**config.mk**
```make
export PLATFORM = sky130hd
export DESIGN_NAME = inst_fetch_unit_flat
export DESIGN_NICKNAME = d
export VERILOG_FILES = /design/src/rtl/inst_fetch_unit_pkg.sv /design/src/rtl/inst_fetch_unit_if.sv /design/src/rtl/inst_fetch_unit_fetch_fifo.sv /design/src/rtl/inst_fetch_unit.sv /design/src/flat_wrapper.sv
export SDC_FILE = /design/constraint.sdc
export NUM_CORES = 1
export LEC_CHECK = 0
export ABC_AREA = 1
export CORE_ASPECT_RATIO = 1.1
export CORE_MARGIN = 2
export CORE_UTILIZATION = 53
export CTS_CLUSTER_DIAMETER = 30
export DETAILED_ROUTE_END_ITERATION = 7
export PLACE_DENSITY = 0.8
export SYNTH_ARGS = -nofsm -noshare
export SYNTH_HDL_FRONTEND = slang
export SYNTH_SLANG_ARGS = --single-unit
```
**constraint.sdc**
```tcl
create_clock -name clk -period 2.35 [get_ports clk]
set_input_delay 0.47 -clock clk [delete_from_list [all_inputs] [get_ports clk]]
set_output_delay 0.47 -clock clk [all_outputs]
set_load 0.05 [all_outputs]
```
**src/rtl/inst_fetch_unit_pkg.sv**
```systemverilog
// Shared CPU constants, opcode map and the fetch buffer entry layout.
// Every pipeline stage imports this package.
package inst_fetch_unit_pkg;

   localparam int unsigned XLEN       = 32;
   localparam int unsigned INST_BYTES = 4;

   localparam logic [XLEN-1:0] RESET_PC_DEFAULT = 32'h0000_0000;
   localparam logic [XLEN-1:0] NOP              = 32'h0000_0013;

   localparam logic [6:0] OP_R       = 7'b0110011;
   localparam logic [6:0] OP_I       = 7'b0010011;
   localparam logic [6:0] OP_L       = 7'b0000011;
   localparam logic [6:0] OP_S       = 7'b0100011;
   localparam logic [6:0] OP_B       = 7'b1100011;
   localparam logic [6:0] OP_J       = 7'b1101111;
   localparam logic [6:0] OP_I_JALR  = 7'b1100111;
   localparam logic [6:0] OP_U_LUI   = 7'b0110111;
   localparam logic [6:0] OP_U_AUIPC = 7'b0010111;
   localparam logic [6:0] OP_I_SYS   = 7'b1110011;

   typedef struct packed {
      logic [XLEN-1:0] pc;
      logic [XLEN-1:0] inst;
   } fetch_entry_t;

   localparam int unsigned ENTRY_W = $bits(fetch_entry_t);

   // Sequential instruction address; wraps modulo 2^XLEN.
   function automatic logic [XLEN-1:0] next_pc(input logic [XLEN-1:0] pc);
      return pc + XLEN'(INST_BYTES);
   endfunction

endpackage

```
**src/rtl/inst_fetch_unit_if.sv**
```systemverilog
// Instruction memory request/response bus between fetch (master) and imem (slave).
interface inst_fetch_unit_if;
   import inst_fetch_unit_pkg::*;

   logic            imem_req_valid;
   logic            imem_req_ready;
   logic [XLEN-1:0] imem_addr;
   logic            imem_rsp_valid;
   logic [XLEN-1:0] imem_rsp_data;

   modport master (
      output imem_req_valid, imem_addr,
      input  imem_req_ready, imem_rsp_valid, imem_rsp_data
   );

   modport slave (
      input  imem_req_valid, imem_addr,
      output imem_req_ready, imem_rsp_valid, imem_rsp_data
   );

endinterface

```
**src/rtl/inst_fetch_unit_fetch_fifo.sv**
```systemverilog
// Synchronous FIFO holding fetched {pc, inst} entries; flush beats push and pop.
module inst_fetch_unit_fetch_fifo #(
   parameter int unsigned DEPTH = 2,
   parameter int unsigned WIDTH = 64
) (
   input  logic                   clk,
   input  logic                   rst_n,
   input  logic                   flush,
   input  logic                   push,
   input  logic [WIDTH-1:0]       push_data,
   input  logic                   pop,
   output logic [WIDTH-1:0]       head_c,
   output logic [$clog2(DEPTH):0] count,
   output logic                   full_c,
   output logic                   empty_c
);
   localparam int unsigned AW = $clog2(DEPTH);
   localparam int unsigned CW = AW + 1;

   logic [WIDTH-1:0] mem_q [DEPTH];
   logic [WIDTH-1:0] mem_d [DEPTH];
   logic [AW-1:0]    wr_ptr_q, wr_ptr_d;
   logic [AW-1:0]    rd_ptr_q, rd_ptr_d;
   logic [CW-1:0]    count_q, count_d;
   logic             do_push, do_pop;

   assign count   = count_q;
   assign full_c  = (count_q == CW'(DEPTH));
   assign empty_c = (count_q == '0);
   assign head_c  = mem_q[rd_ptr_q];

   // Pointer and occupancy update
   always_comb begin
      mem_d    = mem_q;
      wr_ptr_d = wr_ptr_q;
      rd_ptr_d = rd_ptr_q;
      count_d  = count_q;
      do_push  = push && !flush;
      do_pop   = pop && !empty_c && !flush;
      if (flush) begin
         wr_ptr_d = '0;
         rd_ptr_d = '0;
         count_d  = '0;
      end else begin
         if (do_push) begin
            mem_d[wr_ptr_q] = push_data;
            wr_ptr_d        = wr_ptr_q + AW'(1);
         end
         if (do_pop) begin
            rd_ptr_d = rd_ptr_q + AW'(1);
         end
         count_d = count_q + CW'(do_push) - CW'(do_pop);
      end
   end

   always_ff @(posedge clk) begin
      if (!rst_n) begin
         mem_q    <= '{default: '0};
         wr_ptr_q <= '0;
         rd_ptr_q <= '0;
         count_q  <= '0;
      end else begin
         mem_q    <= mem_d;
         wr_ptr_q <= wr_ptr_d;
         rd_ptr_q <= rd_ptr_d;
         count_q  <= count_d;
      end
   end

endmodule

```
**src/rtl/inst_fetch_unit.sv**
```systemverilog
// Instruction fetch stage: credit-limited imem requests, in-order response buffering
// with PC tagging, and redirect handling that squashes wrong-path responses.
module inst_fetch_unit
   import inst_fetch_unit_pkg::*;
#(
   parameter logic [XLEN-1:0] RESET_PC   = RESET_PC_DEFAULT,
   parameter int unsigned     FIFO_DEPTH = 2
) (
   input  logic               clk,
   input  logic               rst_n,
   input  logic               redirect_valid,
   input  logic [XLEN-1:0]    redirect_pc,
   inst_fetch_unit_if.master  imem,
   output logic               inst_valid,
   input  logic               inst_ready,
   output logic [XLEN-1:0]    inst,
   output logic [XLEN-1:0]    inst_pc
);
   localparam int unsigned CNT_W = $clog2(FIFO_DEPTH) + 1;
   localparam int unsigned SUM_W = CNT_W + 1;

   logic [XLEN-1:0]  fetch_pc_q, fetch_pc_d;
   logic [XLEN-1:0]  rsp_pc_q, rsp_pc_d;
   logic [CNT_W-1:0] outstanding_q, outstanding_d;
   logic [CNT_W-1:0] drop_cnt_q, drop_cnt_d;
   logic [CNT_W-1:0] fifo_count;
   logic [XLEN-1:0]  redirect_pc_aligned;
   logic             fifo_push, fifo_pop, fifo_full, fifo_empty;
   logic             req_fire, rsp_fire, credit_ok;
   fetch_entry_t     push_entry, head_entry;

   // Registered counts only: every in-flight word must already have a FIFO slot.
   assign credit_ok = (SUM_W'(outstanding_q) + SUM_W'(fifo_count)) < SUM_W'(FIFO_DEPTH);

   assign imem.imem_req_valid = rst_n && !redirect_valid && credit_ok;
   assign imem.imem_addr      = fetch_pc_q;

   assign req_fire            = imem.imem_req_valid && imem.imem_req_ready;
   assign rsp_fire            = imem.imem_rsp_valid;
   assign redirect_pc_aligned = redirect_pc & ~XLEN'(INST_BYTES - 1);
   assign push_entry          = '{pc: rsp_pc_q, inst: imem.imem_rsp_data};
   assign fifo_pop            = inst_valid && inst_ready;

   assign inst_valid = !fifo_empty;
   assign inst       = head_entry.inst;
   assign inst_pc    = head_entry.pc;

   always_comb begin
      fetch_pc_d    = fetch_pc_q;
      rsp_pc_d      = rsp_pc_q;
      outstanding_d = outstanding_q;
      drop_cnt_d    = drop_cnt_q;
      fifo_push     = 1'b0;
      if (redirect_valid) begin
         // Everything still in flight after this cycle belongs to the old path.
         fetch_pc_d    = redirect_pc_aligned;
         rsp_pc_d      = redirect_pc_aligned;
         outstanding_d = outstanding_q - CNT_W'(rsp_fire);
         drop_cnt_d    = outstanding_q - CNT_W'(rsp_fire);
      end else begin
         if (req_fire) begin
            fetch_pc_d = next_pc(fetch_pc_q);
         end
         outstanding_d = outstanding_q + CNT_W'(req_fire) - CNT_W'(rsp_fire);
         if (rsp_fire) begin
            if (drop_cnt_q != '0) begin
               drop_cnt_d = drop_cnt_q - CNT_W'(1);
            end else begin
               fifo_push = 1'b1;
               rsp_pc_d  = next_pc(rsp_pc_q);
            end
         end
      end
   end

   always_ff @(posedge clk) begin
      if (!rst_n) begin
         fetch_pc_q    <= RESET_PC;
         rsp_pc_q      <= RESET_PC;
         outstanding_q <= '0;
         drop_cnt_q    <= '0;
      end else begin
         fetch_pc_q    <= fetch_pc_d;
         rsp_pc_q      <= rsp_pc_d;
         outstanding_q <= outstanding_d;
         drop_cnt_q    <= drop_cnt_d;
      end
   end

   inst_fetch_unit_fetch_fifo #(
      .DEPTH (FIFO_DEPTH),
      .WIDTH (ENTRY_W)
   ) u_fifo (
      .clk       (clk),
      .rst_n     (rst_n),
      .flush     (redirect_valid),
      .push      (fifo_push),
      .push_data (push_entry),
      .pop       (fifo_pop),
      .head_c    (head_entry),
      .count     (fifo_count),
      .full_c    (fifo_full),
      .empty_c   (fifo_empty)
   );

   a_no_overflow: assert property (@(posedge clk) disable iff (!rst_n) !(fifo_push && fifo_full));

endmodule

```
**src/flat_wrapper.sv**
```systemverilog
// flat-port wrapper written by rule: the top's interface ports become plain ports
module inst_fetch_unit_flat import inst_fetch_unit_pkg::*;
#(
   parameter logic [XLEN-1:0] RESET_PC   = RESET_PC_DEFAULT,
   parameter int unsigned     FIFO_DEPTH = 2
)
  (clk, rst_n, redirect_valid, redirect_pc, inst_valid, inst_ready, inst, inst_pc, imem_imem_req_valid, imem_imem_addr, imem_imem_req_ready, imem_imem_rsp_valid, imem_imem_rsp_data);
  inst_fetch_unit_if imem_i ();
  input  logic clk;
  input  logic rst_n;
  input  logic redirect_valid;
  input  logic [XLEN-1:0] redirect_pc;
  output logic inst_valid;
  input  logic inst_ready;
  output logic [XLEN-1:0] inst;
  output logic [XLEN-1:0] inst_pc;
  output wire logic [$bits(imem_i.imem_req_valid)-1:0] imem_imem_req_valid;
  output wire logic [$bits(imem_i.imem_addr)-1:0] imem_imem_addr;
  input wire logic [$bits(imem_i.imem_req_ready)-1:0] imem_imem_req_ready;
  input wire logic [$bits(imem_i.imem_rsp_valid)-1:0] imem_imem_rsp_valid;
  input wire logic [$bits(imem_i.imem_rsp_data)-1:0] imem_imem_rsp_data;
  assign imem_imem_req_valid = imem_i.imem_req_valid;
  assign imem_imem_addr = imem_i.imem_addr;
  assign imem_i.imem_req_ready = imem_imem_req_ready;
  assign imem_i.imem_rsp_valid = imem_imem_rsp_valid;
  assign imem_i.imem_rsp_data = imem_imem_rsp_data;
  inst_fetch_unit #(.RESET_PC(RESET_PC), .FIFO_DEPTH(FIFO_DEPTH)) u_core (.clk(clk), .rst_n(rst_n), .redirect_valid(redirect_valid), .redirect_pc(redirect_pc), .imem(imem_i), .inst_valid(inst_valid), .inst_ready(inst_ready), .inst(inst), .inst_pc(inst_pc));
endmodule
```
==> impl_metrics.toml <==
[power]
p_sw_mw = 2.490
max-vdd-ir-drop_mv = 0.5777
clockPowerShare = 0.345
switching_share = 0.3021
power_density_nw_per_um2 = 655.2
seq_power_share = 0.436
internal-power_mw = 5.751
pwr-share-comb = 0.219
leakage_nw = 4.942

[sta]
report.final.slew_viol_count = 0
clock.fmax_mhz = 442.0
fin_tns_setup_ns = 0
setup_viol = 0
fin_crit_ns = 2.262
max_slew_margin = 0.6553
skew_ns = 0.006887
rsz0062_at_grt = "no"
fin_ws_ns = 0.08774
worstMarginPinSlew_ns = 0.5171
hold_viol = 0
fin_crit_sh = 0.9627

[grt]
grt_pass1_wl_um = 42300
antenna_found_initial = 0
grt_max_degree = 141
grt_use_total = 0.2721
met2_usage = 0.4549
gr-max-usage-layer = "met2"
grtUsageMet3 = 0.04732
grt_pass1_vias = 8853
grtUsageMet1 = 0.3541
globalRouteOverflowTotal = 0

[flow_run]
drv_cap = 0

[clock_tree]
cts_tree = "done"
clock_latency_ns = 0.43
cts_max_level = 4
clk_path_buf_depth = 2
cts_root_buffer = "clkbuf_16"
post_cts_buffers = 0
cts.sinks = 192
clkTransAtPathRegs_ns = 0.07
numCtsBuffers = 17

[synthesis]
synth.avg_cell_area_um2 = 6.622
yosys_warnings = 0
synth.area.top_cells = "dfxtp_1, nand2_1, o21ai_0"
synth.largest_area_cell = "dfxtp_1"
synth_edf_count = 0
seq_area_frac_synth = 0.4045
async_reset_ff_frac = 0
synthFlopType = "dfxtp_1"
ys_ff_latch = 192
ys_types = 39
synthesis.area_um2 = 9503
synth_top_area_frac = 0.4045
synthesis.instances = 1435

[die]
die_width_um = 131.7
die_h_um = 144.4
die_area_um2 = 19020
core_area_um2 = 17610
initial_core_util = 0.5396
fp-row-count = 51
ios = 168

[critical_path]
crit_fanout = 3
cp.arrival_ns = 1.79
endpoint_kind = "primary output"
path_cells = "or2_2, clkdlybuf4s50_1"
critPathLaunchType = "register"
worstSetupPathType = "register to primary output"
required_ns = 1.88
crit_slowest_cell = "clkdlybuf4s50_1"
max_stage_delay_ns = 0.71

[detailed_routing]
first_pass_iters = 5
wl_per_cell_um = 14.07
drc = 0
num_vias = 9673
vias_per_cell = 5.332
first_iter_violations = 765
wl_um = 25530
ant_nets = 0

[finish]
mostFrequentLayoutCells = "nand2_1, o21ai_0, dfxtp_1, nor2_1, inv_1"
layout.nets = 1641
nFillCells = 1456
antenna_cells = 0
syn_to_final_growth_pct = 32.35
drive_gt1_frac = 0.09962
final_common_cell = "nand2_1"

[placed_design]
port_buffers = 161
dp_hpwl_um = 17850
place_ws_ns = 0.04606
gp_congestion = 0.9072

[hold_path]
hp-class = "input pin to register"

[status]
status = "complete, no violations"
-- power by group through the flow --
stage / sequential (mW) / combinational [mW] / clock, mW
global route: 3.62 / 1.94 / 2.98
finish: 3.59 / 1.81 / 2.84
floorplan: 3.72 / 0.910 / 0
global placement: 3.65 / 1.77 / 0
detailed placement: 3.66 / 1.80 / 0
CTS: 3.59 / 1.81 / 2.87
-- worst max-delay path: cells and delay by family (launching register included) --
family	cells	cell delay [ns]
and+or+nand+nor	1	0.30
buffers and inverters	1	0.71
DFF	1	0.35
-- final timing paths --
check                                                           from                                    end  slack [ns]  cells after the start
worst max-delay path               u_core.u_fifo.count[1]$_SDFF_PP0_                             inst_valid        0.09                      2
worst min-delay path                                  redirect_valid      u_core.drop_cnt_q[1]$_SDFFE_PN0P_        0.42                      2
worst max register to register     u_core.u_fifo.count[0]$_SDFF_PP0_  u_core.imem.imem_addr[9]$_SDFFE_PN0P_        0.34                     10
worst min register to register  u_core.u_fifo.mem_q[23]$_SDFFE_PN0P_   u_core.u_fifo.mem_q[23]$_SDFFE_PN0P_        0.45                      2
-- area by class of cell --
| type | count | area, µm² | area share |
|---|---|---|---|
| Tap cell | 238 | 297.8 | 0.02368 |
| Sequential cell | 192 | 3844 | 0.3056 |
| Multi-Input combinational cell | 1002 | 4691 | 0.3730 |
| Inverter | 163 | 613.1 | 0.04875 |
| Timing Repair Buffer | 187 | 2562 | 0.2037 |
| Clock inverter | 13 | 136.4 | 0.01084 |
| Clock buffer | 19 | 432.9 | 0.03442 |
-- sequential cells by signal, summed over array words and instances, names as in the netlist --
register,count
u_core.u_fifo.rd_ptr_q,1
u_core.u_fifo.mem_q,124
u_core.imem.imem_addr,30
u_core.u_fifo.count,2
u_core.drop_cnt_q,2
u_core.rsp_pc_q,30
u_core.outstanding_q,2
u_core.u_fifo.wr_ptr_q,1
-- synthesized netlist by cell type (2+ instances only) --
cell type and count:
inv_1 156, nor2_1 179, and2_1 2, nor2_4 9, buf_1 2, o31ai_1 2
clkbuf_2 2, or2_2 4, nand2_2 2, o22ai_1 3, nor2_2 11, a21oi_1 127
ha_1 7, nand3_1 58, buf_2 26, buf_4 7, nand2_1 313, o21bai_1 2
o21ai_1 3, nand4_1 10, o21ai_0 218, xnor2_1 3, nor3_1 5, xor2_1 11
a31oi_1 17, clkbuf_1 43, dfxtp_1 192, nand3b_1 5, inv_2 6
-- per-layer routing --
metal	up-vias	part of all wire	wire, µm
met4	0	0.023	579
met5	-	0	0
met2	356	0.48	12160
met3	43	0.064	1629
met1	4413	0.44	11150
li1	4861	-	-
-- kinds of logic after synthesis --
family          synth area share
compound gates            0.2013
xor+xnor                 0.01290
flops                     0.4045
fa+ha+maj                0.01132
buf+inv                   0.1036
simple gates              0.2660
other cells            0.0003946
-- repair_timing --
action | 4_1_cts | 5_1_grt
resized for setup | 0 | 1
hold buffers | 0 | 0
setup endpoints to repair | 0 | 1
-- metrics by stage --
stage	hold WS (ns)	power, mW	utilization	std cells	instance area (µm²)
2_1_floorplan	0.4244	4.634	-	1438	9519
3_3_place_gp	0.4334	5.425	0.6817	1782	12010
3_5_place_dp	0.4382	5.459	0.6817	1782	12010
4_1_cts	0.4254	8.268	0.7140	1814	12570
5_1_grt	0.4437	8.539	0.7141	1814	12580
6_report	0.4209	8.241	0.7141	1814	12580
Note: power is estimated with default switching activity, not from simulation.
